File: src/rtl/ws2812_frame_tx.sv
// WS2812 frame transmitter: fetches NUM_LEDS GRB words from an address-indexed mux,
// serialises them MSB first onto dout, then holds a low latch period and pulses done.
module ws2812_frame_tx #(
    parameter int unsigned NUM_LEDS = 4,
    parameter int unsigned T0H      = 20,
    parameter int unsigned T1H      = 40,
    parameter int unsigned TBIT     = 63,
    parameter int unsigned TRESET   = 3000
) (
    input  logic        clk,
    input  logic        rst,
    input  logic        start,
    output logic [7:0]  led_addr,
    input  logic [23:0] led_data,
    output logic        dout,
    output logic        busy,
    output logic        done
);
    localparam int unsigned BW = (TBIT > 1) ? $clog2(TBIT) : 1;
    localparam int unsigned RW = (TRESET > 1) ? $clog2(TRESET) : 1;
    localparam logic [BW-1:0] BitLast   = BW'(TBIT - 1);
    localparam logic [BW-1:0] HighOne   = BW'(T1H);
    localparam logic [BW-1:0] HighZero  = BW'(T0H);
    localparam logic [RW-1:0] LatchLast = RW'(TRESET - 1);
    localparam logic [7:0]    LedLast   = 8'(NUM_LEDS - 1);

    typedef enum logic [1:0] {StIdle, StPrime, StSend, StLatch} state_e;

    state_e         state_q, state_d;
    logic           prime_q;
    logic [BW-1:0]  bcnt_q;
    logic [4:0]     bidx_q;
    logic [7:0]     lidx_q;
    logic [7:0]     addr_q;
    logic [23:0]    shreg_q;
    logic [23:0]    nxt_q;
    logic           fetch1_q, fetch2_q;
    logic [RW-1:0]  rcnt_q;
    logic           done_q;

    logic bit_end, word_end, last_led;

    assign bit_end  = (bcnt_q == BitLast);
    assign word_end = bit_end && (bidx_q == 5'd0);
    assign last_led = (lidx_q == LedLast);

    always_ff @(posedge clk or negedge rst) begin
        if (!rst) begin
            state_q <= StIdle;
        end else begin
            state_q <= state_d;
        end
    end

    // A start coinciding with the done pulse is dropped; a new frame needs a fresh request.
    always_comb begin
        state_d = state_q;
        case (state_q)
            StIdle:  if (start && !done_q) state_d = StPrime;
            StPrime: if (prime_q) state_d = StSend;
            StSend:  if (word_end && last_led) state_d = StLatch;
            StLatch: if (rcnt_q == LatchLast) state_d = StIdle;
            default: state_d = StIdle;
        endcase
    end

    always_comb begin
        dout = 1'b0;
        if (state_q == StSend) begin
            dout = (bcnt_q < (shreg_q[23] ? HighOne : HighZero));
        end
        busy = (state_q != StIdle);
    end

    assign led_addr = addr_q;
    assign done     = done_q;

    // The mux is registered upstream, so a fetched word is captured two cycles after
    // led_addr moves (fetch1 -> fetch2 -> nxt).
    always_ff @(posedge clk or negedge rst) begin
        if (!rst) begin
            prime_q  <= 1'b0;
            bcnt_q   <= '0;
            bidx_q   <= 5'd23;
            lidx_q   <= 8'd0;
            addr_q   <= 8'd0;
            shreg_q  <= 24'd0;
            nxt_q    <= 24'd0;
            fetch1_q <= 1'b0;
            fetch2_q <= 1'b0;
            rcnt_q   <= '0;
            done_q   <= 1'b0;
        end else begin
            done_q   <= 1'b0;
            fetch1_q <= 1'b0;
            fetch2_q <= fetch1_q;
            if (fetch2_q) begin
                nxt_q <= led_data;
            end
            case (state_q)
                StIdle: begin
                    prime_q <= 1'b0;
                    bcnt_q  <= '0;
                    bidx_q  <= 5'd23;
                    lidx_q  <= 8'd0;
                    addr_q  <= 8'd0;
                    rcnt_q  <= '0;
                end
                StPrime: begin
                    prime_q <= 1'b1;
                    if (prime_q) begin
                        shreg_q <= led_data;
                        if (NUM_LEDS > 1) begin
                            addr_q   <= 8'd1;
                            fetch1_q <= 1'b1;
                        end
                    end
                end
                StSend: begin
                    if (bit_end) begin
                        bcnt_q <= '0;
                        if (bidx_q == 5'd0) begin
                            bidx_q <= 5'd23;
                            if (!last_led) begin
                                shreg_q <= nxt_q;
                                lidx_q  <= lidx_q + 8'd1;
                                if (32'(lidx_q) + 32'd2 < NUM_LEDS) begin
                                    addr_q   <= lidx_q + 8'd2;
                                    fetch1_q <= 1'b1;
                                end
                            end
                        end else begin
                            shreg_q <= {shreg_q[22:0], 1'b0};
                            bidx_q  <= bidx_q - 5'd1;
                        end
                    end else begin
                        bcnt_q <= bcnt_q + 1'b1;
                    end
                end
                StLatch: begin
                    rcnt_q <= rcnt_q + 1'b1;
                    if (rcnt_q == LatchLast) begin
                        rcnt_q <= '0;
                        done_q <= 1'b1;
                        addr_q <= 8'd0;
                    end
                end
                default: ;
            endcase
        end
    end

endmodule

File: config.mk
export PLATFORM = sky130hd
export DESIGN_NAME = ws2812_frame_tx
export DESIGN_NICKNAME = d
export VERILOG_FILES = /design/src/rtl/ws2812_frame_tx.sv
export SDC_FILE = /design/constraint.sdc
export NUM_CORES = 1
export LEC_CHECK = 0
export CORE_MARGIN = 10
export CORE_UTILIZATION = 50
export CTS_BUF_LIST = sky130_fd_sc_hd__clkbuf_8
export CTS_CLUSTER_SIZE = 16
export DETAILED_ROUTE_END_ITERATION = 6
export PLACE_DENSITY = 0.73
export SYNTH_ARGS = -nofsm -noshare
export SYNTH_HDL_FRONTEND = slang
export SYNTH_SLANG_ARGS = --single-unit
File: constraint.sdc
create_clock -name clk -period 2.7 [get_ports clk]
set_input_delay 0.27 -clock clk [delete_from_list [all_inputs] [get_ports clk]]
set_output_delay 0.27 -clock clk [all_outputs]
set_load 0.03 [all_outputs]
Yosys cells after proc, flatten, opt, wreduce, memory -nomap -nowiden
Cells that the tools add are included.

operators by class
  add/sub/neg operators = 6
  equal/unequal tests = 15
  reduce and logical (&&, ||, !) cells = 16
  multiplexer cells = 39
  order comparisons = 2

operators with widths
  kind                                                  count
  2-to-1 mux 24 bit                                     4
  2-to-1 mux 8 bit                                      9
  case mux 24 bit (2 select lines)                      1
  case mux 8 bit (4 select lines)                       1
  case mux 12 bit (2 select lines)                      1
  case mux 8 bit (2 select lines)                       1
  inequality test 2 bit (second input constant)         7
  adder 12 x 1 -> 12 bit (second input constant)        1
  equality test 12 bit (second input constant)          1
  2-to-1 mux 12 bit                                     1
  2-to-1 mux 6 bit                                      2
  case mux 6 bit (2 select lines)                       1
  AND reduction 4 bit                                   3
  2-to-1 mux 5 bit                                      2
  case mux 5 bit (2 select lines)                       1
  nonzero test 2 bit                                    5
  adder 8 x 2 -> 9 bit (second input constant)          1
  < comparator 9 x 3 -> 1 bit (second input constant)   1
  adder 8 x 1 -> 8 bit (second input constant)          1
  adder 8 x 2 -> 8 bit (second input constant)          1
  equality test 8 x 2 -> 1 bit (second input constant)  1
  2-to-1 mux 1 bit                                      8
  2-to-1 mux 2 bit                                      4
  case mux 2 bit (4 select lines)                       1
  15 further kinds                                      19

storage, ports and cells
  register bits = 93
  input bits = 27
  output and inout bits = 11
  word-level logic and storage cells = 90

Longest topological paths before layout
Gate-level depths: netlist of run 1.

  depth after elaboration = 7
  gate-level depth with buffers = 9
  mapped depth without buffers = 7

Worst setup path after synthesis of run 1
Ideal clock, no wire load.

  path kind = flip-flop to flip-flop
  start point = reg bidx_q[0]
  end point = reg addr_q[0], in the netlist led_addr[0]
  setup slack = -0.037 ns
  required time = 2.572 ns
  clock period less this slack = 2.737 ns
  stages on the path, launching flop included = 10
  path buffers = 2
  arrival time = 2.609 ns
  library setup time = 0.128 ns
  cells stage by stage = dfstp_2 > inv_1 > ha_1 > or4b_1 > buf_2 > or3_1 > buf_2 > a2111o_1 > a21oi_2 > mux2_1

on the way
  cells in the longest elaborated chain, start to end = 3

ends and longest elaborated chain
  item                                    line  text
  start, declared                         32    logic [4:0] bidx_q;
  start signal, assigned                  134   bidx_q <= bidx_q - 5'd1;
  logical NOT 5 bit                       122   if (bidx_q == 5'd0) begin
  inequality test 2 bit (no source line)  --
  AND reduction 6 bit (no source line)    --
  end signal, assigned                    128   addr_q <= lidx_q + 8'd2;
  end, declared                           34    logic [7:0] addr_q;

No other way between the ends.
A chain may end at the register's enable or synchronous reset.

Worst setup path in the final report of run 1
  start point = reg lidx_q[0]
  end point = reg shreg_q[23]

on the way
  cells in the longest elaborated chain, start to end = 3

ends and longest elaborated chain
  item                                    line  text
  start, declared                         33    logic [7:0] lidx_q;
  start signal, assigned                  126   lidx_q <= lidx_q + 8'd1;
  equality test 8 x 2 -> 1 bit            45    assign last_led = (lidx_q == LedLast);
  inequality test 3 bit (no source line)  --
  AND reduction 4 bit (no source line)    --
  end signal, assigned                    112   shreg_q <= led_data;
  end signal, assigned                    125   shreg_q <= nxt_q;
  end signal, assigned                    133   shreg_q <= {shreg_q[22:0], 1'b0};
  end, declared                           35    logic [23:0] shreg_q;

No other way between the ends.

==> reports/qor.txt, run 1 <==
CP Capture Point - shreg_q[23]
Io pins - 38
RSZ-0062 raised after global routing - no
Slowest cell delay on critical path - 660 ps
Flip-flop and latch count after synthesis - 93
Detail Route Antenna Nets - 0
Sequential Power Share - 40.4%
Reg2reg start - lidx_q[0]
Peak supply drop - 0.5840 mV
Core Area - 9196 sq um
P&R area growth vs syn - 16.95%
CTS Sinks - 93
Setup TNS - 0 ps
Pins Over Slew Limit - 0
Initial antenna violation count - 0
Initial core utilization - 51.13%
Slew HR - 50.82%
Antenna Cells - 0
Final Cycle Share - 93.44%
M2 GR Usage - 24.86%
Final Skew - 18.25 ps
Synth async-reset ratio - 100.0%
Chip width - 117.0 um
Clock Power Share - 19.0%
Worst EP arrival - 2760 ps
Clock tree buffer depth - 2
TritonCTS clock tree - done
Cts bufs inserted - 9
Tot GR Track Use - 15.27%
Vias - 3507
Grt ovf - 0
GRT busiest layer - met2
Clock-pin slew on the worst setup and hold paths - 90 ps
Max Fanout on Critical Path - 24
DP Wirelength - 6658 um
Critical path depth in cells - 7
Power Internal - 0.003348 W
Startpoint types - register
Largest net degree at the start of global routing - 60
Syn_nets - 505
Yosys warns - 0
Hold Path Depth - 0
Post-synth EDFFs - 0
Std-Cell Rows - 35
Status - finished clean
Final hold vios - 0
Final instance area - 5499 sq um
Setup Viol. Count Final - 0
Placed instance area - 5266 sq um
Unique cell type count in the Yosys netlist - 56
Hold WS - 357.3 ps
Critical path endpoint category - register
WL final - 9730 um
First DRT Iteration DRCs - 149
Clk Latency, worst-skew pair - 350 ps
Routability cong. - 0.9073
Crit-path cells - ha_1 -> or4b_2 -> nor4_4 -> a21oi_1 -> o21ai_2 -> buf_12 -> mux2_2
Die area - 13680 sq um
Global Route met1 Usage - 19.75%
Layout cells sized above 1 - 19.30%
Critical path type - register to register
Fillers - 791
Met3 Usage GRT - 3.619%
Crit-path leading delay family - simple AND/OR/NAND/NOR gates
Pwr/cell area - 941.0 nW/um^2
Final Non-Filler Cells - 624
HP Class - register to register
Net Sw Frac - 35.30%
R2r setup slk - 180 ps
Bufs and invs on worst path - 1
Via density - 5.620
Crit. Startpoint - lidx_q[0]
Leak Pwr - 2.396 nW
Comb pwr share - 40.6%
Vias in the first global route - 3548
Upper clock frequency limit - 396.4 MHz
Synthesized area - 4702 sq um
Sequential area share after synthesis - 49.60%
First-pass GRT wire length - 17110 um
Final Power - 0.005175 W
Inst Count DP - 607
Slowest stage cell, crit path - or4b_2
Nets - 548
Worst reg2reg path depth - 7
Avg WL per Cell - 15.59 um
Least-Margin Pin Slew - 737.7 ps
Ys flop type - dfrtp_1
Required @ worst endpoint - 2930 ps
RR Endpoint - shreg_q[23]
Syn_area_per_cell - 10.11 sq um
Drc violations - 0
Synth Instances - 465
Htree depth - 3
Switch Pwr - 0.001827 W
I/O Buffers - 37
Clock root buffer - clkbuf_8
MaxCap Viol Count - 0
Crit path time final - 2523 ps
First-pass DRT Iterations - 4
Die Span Y - 117.0 um
## cell usage after synthesis, types with 2 or more instances
cell      count  area, sq um
nand3_1      11        55.05
nand2b_1      3        18.77
buf_4         2        15.01
dfrtp_1      89         2227
mux2_2       49        551.8
or2_2         2        12.51
and2_1        2        12.51
nor2b_1       5        31.28
nor4_1        5        31.28
nor2_1       40        150.1
o21ai_0      18        90.09
nand4_1       2        12.51
or3_1         3        18.77
a22oi_1       2        15.01
nor3_1        4        20.02
buf_2         2        10.01
o31ai_1       4        30.03
a21oi_1       9        45.04
o22ai_1       6        37.54
nand2_1      77        289.0
a21o_1        4        30.03
nand4b_1      2        17.52
clkbuf_1     20        75.07
and2b_1       5        37.54
xnor2_1       8        70.07
and3_1        6        37.54
o32ai_1       2        17.52
dfstp_2       4        105.1
xor2_1        6        52.55
a31oi_1      23        143.9
inv_1        10        37.54
mux2i_1       4        40.04
ha_1         13        162.7
## through the flow
stage               worst slack [ps]  util (%)
finish                         177.0     59.80
global route                   37.76     59.80
CTS                            68.31     59.69
detailed placement             124.5     57.27
global placement               221.9     57.27
floorplan                      47.88         -
## layout by cell type (no fill, tap or decap), types with 2 or more instances in the layout
cell / count
nand4_1: 2
o21ai_0: 18
dfrtp_1: 88
or3_1: 3
nand3_1: 11
nor4_1: 5
inv_6: 2
nor2_1: 40
and2b_1: 5
and3_1: 6
clkdlybuf4s50_1: 35
inv_1: 10
a21o_1: 4
buf_4: 20
or2_2: 2
nand2_1: 77
a22oi_1: 2
dfstp_2: 4
ha_1: 12
clkbuf_8: 10
and2_1: 2
o31ai_1: 4
mux2_2: 49
a31oi_1: 23
xnor2_1: 8
xor2_1: 6
nor2b_1: 5
mux2i_1: 4
nand4b_1: 2
a21oi_1: 9
nor3_1: 4
o32ai_1: 2
o22ai_1: 6
nand2b_1: 3
## repair_timing
action                     CTS  global route
hold buffers                 1             0
setup endpoints to repair    0            25
gates resized for setup      0             2
buffers inserted             0             0
hold endpoints to repair    13             0
## how the worst min path moves through the flow
stage                         from   endpoint
after CTS                 fetch1_q   fetch2_q
final                     fetch1_q   fetch2_q
after detailed placement  fetch1_q   fetch2_q
after global routing      fetch1_q   fetch2_q
after floorplan                rst  bcnt_q[0]
after global placement    fetch1_q   fetch2_q
## sequential cells by signal (all words and copies together), names as in the netlist, 2 cells and up
| signal | cells |
|---|---|
| bcnt_q | 6 |
| bidx_q | 5 |
| led_addr | 8 |
| lidx_q | 8 |
| nxt_q | 24 |
| rcnt_q | 12 |
| shreg_q | 24 |
| state_q | 2 |
## power by group through the flow
stage / clock (W) / combinational, W / sequential [W]
floorplan: 0 / 0.00159 / 0.00204
global placement: 0 / 0.00205 / 0.00208
detailed placement: 0 / 0.00213 / 0.00211
CTS: 0.00102 / 0.00213 / 0.00209
global route: 0.00108 / 0.00236 / 0.00214
finish: 0.000983 / 0.00210 / 0.00209
## logic make-up after synthesis
| family | share of synthesized area [%] |
|---|---|
| simple gates | 17.67 |
| flops | 49.60 |
| compound gates | 10.75 |
| mux | 12.83 |
| buf+inv | 3.087 |
| xor+xnor | 2.608 |
| fa+ha+maj | 3.459 |
## per-layer routing
metal  routed length (um)  vias to the layer above
met5                    0                        -
li1                     -                     1729
met1                 4429                     1723
met4                   74                        0
met3                  401                        4
met2                 4826                       51
## final cells by class
| type | count | area (sq um) | area share [%] |
|---|---|---|---|
| sequential | 93 | 2333 | 42.43 |
| timing repair buffer | 57 | 530.5 | 9.647 |
| multi-input combinational | 336 | 2242 | 40.77 |
| tap | 111 | 138.9 | 2.526 |
| clock buffer | 10 | 137.6 | 2.503 |
| clock inverter | 6 | 75.07 | 1.365 |
| inverter | 11 | 41.29 | 0.7509 |
## worst reg2reg max path, stage by stage (launching register included)
cell and delay (ps):
dfrtp_2 420, ha_1 230, or4b_2 660, nor4_4 210
a21oi_1 120, o21ai_2 190, buf_12 220, mux2_2 350
(Power assumes the default switching activity.)
==> inputs of run 2 (changes only) <==
Settings changed: CORE_UTILIZATION 50 to 54, PLACE_DENSITY 0.73 to 0.78.
==> reports/qor.txt, run 2 (synthesis results as in run 1) <==
Status - finished clean
Worst reg2reg path depth - 7 (unchanged)
Final Skew - 12.37 ps (-5.889 ps)
Postcts setup bufs - 0 (unchanged)
First-pass GRT wire length - 16180 um (-5.4%)
Chip width - 113.3 um (-3.1%)
Initial antenna violation count - 0 (unchanged)
Setup Viol. Count Final - 0 (unchanged)
Slew HR - 55.33% (+4.5 points)
Pwr/cell area - 936.9 nW/um^2 (-0.44%)
Htree depth - 3 (unchanged)
Cts bufs inserted - 9 (unchanged)
Post-layout util - 65.51% (+5.7 points)
Highest-count cells in the layout ignoring fill and taps - 89 x dfrtp_1, 77 x nand2_1, 49 x mux2_2
Tot GR Track Use - 14.91% (-0.36 points)
First-pass DRT Iterations - 4 (unchanged)
WL final - 9452 um (-2.9%)
Setup TNS - 0 ps (unchanged)
Startpoint types - register
Max Fanout on Critical Path - 24 (unchanged)
Clock tree buffer depth - 2 (unchanged)
Routability cong. - 0.8820 (-2.8%)
Slowest cell delay on critical path - 660 ps (about the same)
Crit-path cells - ha_1 -> or4b_2 -> nor4_4 -> a21oi_1 -> o21ai_2 -> buf_12 -> mux2_2
TritonCTS clock tree - done
Io pins - 38 (unchanged)
Detail Route Antenna Nets - 0 (unchanged)
HP Class - register to register
Critical path type - register to register
Least-Margin Pin Slew - 663.0 ps (-74.62 ps)
Initial core utilization - 56.38% (+5.2 points)
Post-place setup slack - 148.6 ps (+24.13 ps)
Clock-pin slew on the worst setup and hold paths - 90 ps (about the same)
Final hold vios - 0 (unchanged)
Clk Latency, worst-skew pair - 370 ps (+20 ps)
Top Registers - nxt_q (24), shreg_q (24), rcnt_q (12)
Nets - 544 (-0.73%)
P&R area growth vs syn - 16.21%
Peak supply drop - 0.4558 mV (-22%)
Crit path time final - 2533 ps (+9.909 ps)
HP Start - fetch1_q
Reg2reg start - lidx_q[0]
Vias - 3513 (+0.17%)
Commonest non-fill, non-tap cell in the layout - dfrtp_1
Drc violations - 0 (unchanged)
Slowest stage cell, crit path - or4b_2
Grt ovf - 0 (unchanged)
Pins Over Slew Limit - 0 (unchanged)
Hold Path Depth - 0 (unchanged)
Largest net degree at the start of global routing - 53 (-12%)
Upper clock frequency limit - 394.8 MHz (-0.39%)
Worst EP arrival - 2790 ps (+30 ps)
Post-route setup slack - 167.1 ps (-9.909 ps)
Std-Cell Rows - 33 (-5.7%)
I/O Buffers - 37 (unchanged)
Hold Path End - fetch2_q
First DRT Iteration DRCs - 100 (-33%)
Layout cells sized above 1 - 18.47% (-0.83 points)
Vias in the first global route - 3599 (+1.4%)
Die area - 12840 sq um (-6.2%)
Final Cycle Share - 93.81% (+0.37 points)
RR Endpoint - shreg_q[12]
Antenna Cells - 0 (unchanged)
Via density - 5.721 (+1.8%)
RSZ-0062 raised after global routing - no
Core Area - 8341 sq um (-9.3%)
MaxCap Viol Count - 0 (unchanged)
DP Wirelength - 6515 um (-2.1%)
Die Span Y - 113.3 um (-3.1%)
Clock root buffer - clkbuf_8
CTS Sinks - 93 (unchanged)
Leak Pwr - 2.373 nW (-0.98%)
Critical path endpoint category - register
R2r setup slk - 170 ps (about the same)
Avg WL per Cell - 15.39 um (-1.3%)
Required @ worst endpoint - 2950 ps (+20 ps)
[run 2: routing by layer]
metal,share of wire [%],vias up,global-route usage (%),wire length [um]
li1,-,1711,-,-
met1,47,1739,18.44,4407
met2,47,46,23.96,4443
met3,4.4,17,4.173,412
met4,2.0,0,6.091,189
met5,0,-,0,0
[run 2: where the power goes]
part / total, W / switching [W] / internal, W
clock network: 0.000939 / 0.000508 / 0.000431
registers: 0.00210 / 0.000259 / 0.00184
logic: 0.00208 / 0.00104 / 0.00104
[run 2: how the worst max path moves through the flow]
stage | slack, ps | depth (start not counted) | end | start
floorplan | 50 | 7 | shreg_q[0] | lidx_q[1]
global placement | 220 | 7 | shreg_q[16] | lidx_q[0]
detailed placement | 150 | 6 | state_q[1] | lidx_q[0]
CTS | 130 | 6 | state_q[1] | lidx_q[0]
global route | 50 | 7 | shreg_q[23] | lidx_q[0]
finish | 170 | 7 | shreg_q[12] | lidx_q[0]
[run 2: layout make-up]
| type | instances | area [sq um] |
|---|---|---|
| Timing Repair Buffer | 53 | 513.0 |
| Tap cell | 105 | 131.4 |
| Multi-Input combinational cell | 336 | 2248 |
| Sequential cell | 93 | 2332 |
| Inverter | 11 | 41.29 |
| Fill cell | 664 | 2877 |
| Clock inverter | 7 | 73.82 |
| Clock buffer | 9 | 123.9 |
[run 2: per-stage QoR]
stage | cell area, sq um | hold slack, ps | total power [W] | cells
final | 5464 | 370.1 | 0.005119 | 614
after global routing | 5464 | 375.4 | 0.005491 | 614
after CTS | 5449 | 372.3 | 0.005155 | 614
after detailed placement | 5241 | 295.8 | 0.004207 | 597
after global placement | 5241 | 294.6 | 0.004116 | 597
after floorplan | 4702 | -25.59 | 0.003630 | 465
[run 2: critical path, delay by kind of cell (launching register included)]
kind                       cells  cell delay [ps]
buffers and inverters          1              200
adders and majority gates      1              240
muxes                          1              360
and+or+nand+nor                2              860
AOI/OAI and AO/OA              2              300
DFF                            1              450
[run 2: what timing repair did]
action                                 CTS  global route
gates resized for setup                  0             2
endpoints found under the hold margin   41             0
hold buffers                             1             0
setup endpoints to repair                0             2
==> inputs of run 3 (changes only) <==
Settings changed: GPL_TIMING_DRIVEN from default to 0.
==> reports/qor.txt, run 3 (synthesis results as in run 1) <==
Status - finished clean
Htree depth - 3 (unchanged)
Required @ worst endpoint - 2960 ps (about the same)
Std-Cell Rows - 33 (unchanged)
Io pins - 38 (unchanged)
Initial antenna violation count - 0 (unchanged)
Final Skew - 16.87 ps (+4.499 ps)
WL final - 10430 um (+10%)
Antenna Cells - 0 (unchanged)
Post-layout util - 67.39% (+1.9 points)
TritonCTS clock tree - done
Top Registers - nxt_q (24), shreg_q (24), rcnt_q (12)
Max Fanout on Critical Path - 4 (-83%)
Routability cong. - 0.8260 (-6.3%)
Hold Path Depth - 0 (unchanged)
Tot GR Track Use - 16.74% (+1.8 points)
CTS Sinks - 93 (unchanged)
Peak supply drop - 0.4871 mV (+6.9%)
Final Cycle Share - 97.12% (+3.3 points)
Vias - 3670 (+4.5%)
Critical path type - register to register
Crit path time final - 2622 ps (+89.40 ps)
Worst EP arrival - 2880 ps (+90 ps)
Final hold vios - 0 (unchanged)
Detail Route Antenna Nets - 0 (unchanged)
Reg2reg start - bidx_q[1]
Die area - 12840 sq um (unchanged)
Worst reg2reg path depth - 9 (+2)
HP Class - register to register
Largest net degree at the start of global routing - 51 (-3.8%)
RR Endpoint - led_addr[0]
Chip width - 113.3 um (unchanged)
Critical path endpoint category - register
Pins Over Slew Limit - 0 (unchanged)
Hold Path End - fetch2_q
Core Area - 8341 sq um (unchanged)
Startpoint types - register
RSZ-0062 raised after global routing - no
Cts bufs inserted - 9 (unchanged)
P&R area growth vs syn - 19.53%
First DRT Iteration DRCs - 203 (+100%)
Drc violations - 0 (unchanged)
Upper clock frequency limit - 381.3 MHz (-3.4%)
Grt ovf - 0 (unchanged)
Avg WL per Cell - 16.30 um (+5.9%)
Via density - 5.734 (+0.23%)
Highest-count cells in the layout ignoring fill and taps - 87 x dfrtp_1, 77 x nand2_1, 49 x mux2_2
Least-Margin Pin Slew - 754.5 ps (+91.42 ps)
Die Span Y - 113.3 um (unchanged)
Slew HR - 49.57% (-5.8 points)
Nets - 570 (+4.8%)
Clock tree buffer depth - 2 (unchanged)
Vias in the first global route - 3788 (+5.3%)
Commonest non-fill, non-tap cell in the layout - dfrtp_1
Pwr/cell area - 928.9 nW/um^2 (-0.85%)
R2r setup slk - 80 ps (-90 ps)
Initial core utilization - 56.38% (unchanged)
First-pass GRT wire length - 18200 um (+12%)
Setup Viol. Count Final - 0 (unchanged)
MaxCap Viol Count - 0 (unchanged)
Layout cells sized above 1 - 20.56% (+2.1 points)
Clk Latency, worst-skew pair - 380 ps (about the same)
Clock root buffer - clkbuf_8
Setup TNS - 0 ps (unchanged)
First-pass DRT Iterations - 4 (unchanged)
HP Start - fetch1_q
Clock-pin slew on the worst setup and hold paths - 90 ps (about the same)
I/O Buffers - 37 (unchanged)
Leak Pwr - 2.413 nW (+1.7%)
DP Wirelength - 7153 um (+9.8%)
[run 3: final cells by class]
cell class,instances,area [sq um]
Fill cell,636,2720
Sequential cell,93,2335
Multi-Input combinational cell,336,2292
Timing Repair Buffer,54,514.2
Tap cell,105,131.4
Buffer,25,125.1
Clock buffer,9,123.9
Clock inverter,7,56.30
Inverter,11,42.54
[run 3: critical path, stage by stage, from the launching register on]
cell and delay, ps:
dfstp_2 390, inv_2 80, ha_4 140, or4b_4 450
buf_6 130, or3_4 320, buf_6 120, a2111o_1 370
a21oi_4 190, mux2_4 310
[run 3: per-stage QoR]
step / area, sq um / power [W] / hold slack [ps] / cells / setup slack [ps]
after floorplan: 4702 / 0.003630 / -25.59 / 465 / 47.88
after CTS: 5603 / 0.005224 / 363.3 / 639 / -6.158
after global routing: 5620 / 0.005596 / 382.2 / 640 / 13.82
after detailed placement: 5229 / 0.004212 / 315.2 / 608 / -431.7
final: 5620 / 0.005221 / 358.9 / 640 / 77.72
after global placement: 5204 / 0.004095 / 340.3 / 607 / -2024
[run 3: where the power goes]
group | switching, W | internal, W
combinational | 0.00116 | 0.00109
clock | 0.000543 | 0.000346
sequential | 0.000244 | 0.00184
total | 0.00195 | 0.00327
[run 3: worst max path at each step]
stage	endpoint	startpoint	slack, ps
CTS	led_addr[0]	bidx_q[1]	-6
finish	led_addr[0]	bidx_q[1]	80
global placement	nxt_q[19]	rst	-2020
global route	led_addr[4]	bidx_q[1]	10
floorplan	shreg_q[0]	lidx_q[1]	50
detailed placement	shreg_q[8]	lidx_q[1]	-430
[run 3: timing repair]
item | in CTS | in global routing
setup endpoints to repair | 34 | 35
pin swaps | 5 | 3
setup buffers | 13 | 1
hold endpoints to repair | 41 | 0
hold buffers | 1 | 0
gates cloned | 1 | 0
resized for setup | 26 | 5
[run 3: metal layers]
layer	wire [um]	up-vias	track usage, %
met5	0	-	0
met4	93	0	4.653
met3	425	8	3.487
met2	5134	74	27.92
met1	4776	1825	21.41
li1	-	1763	-
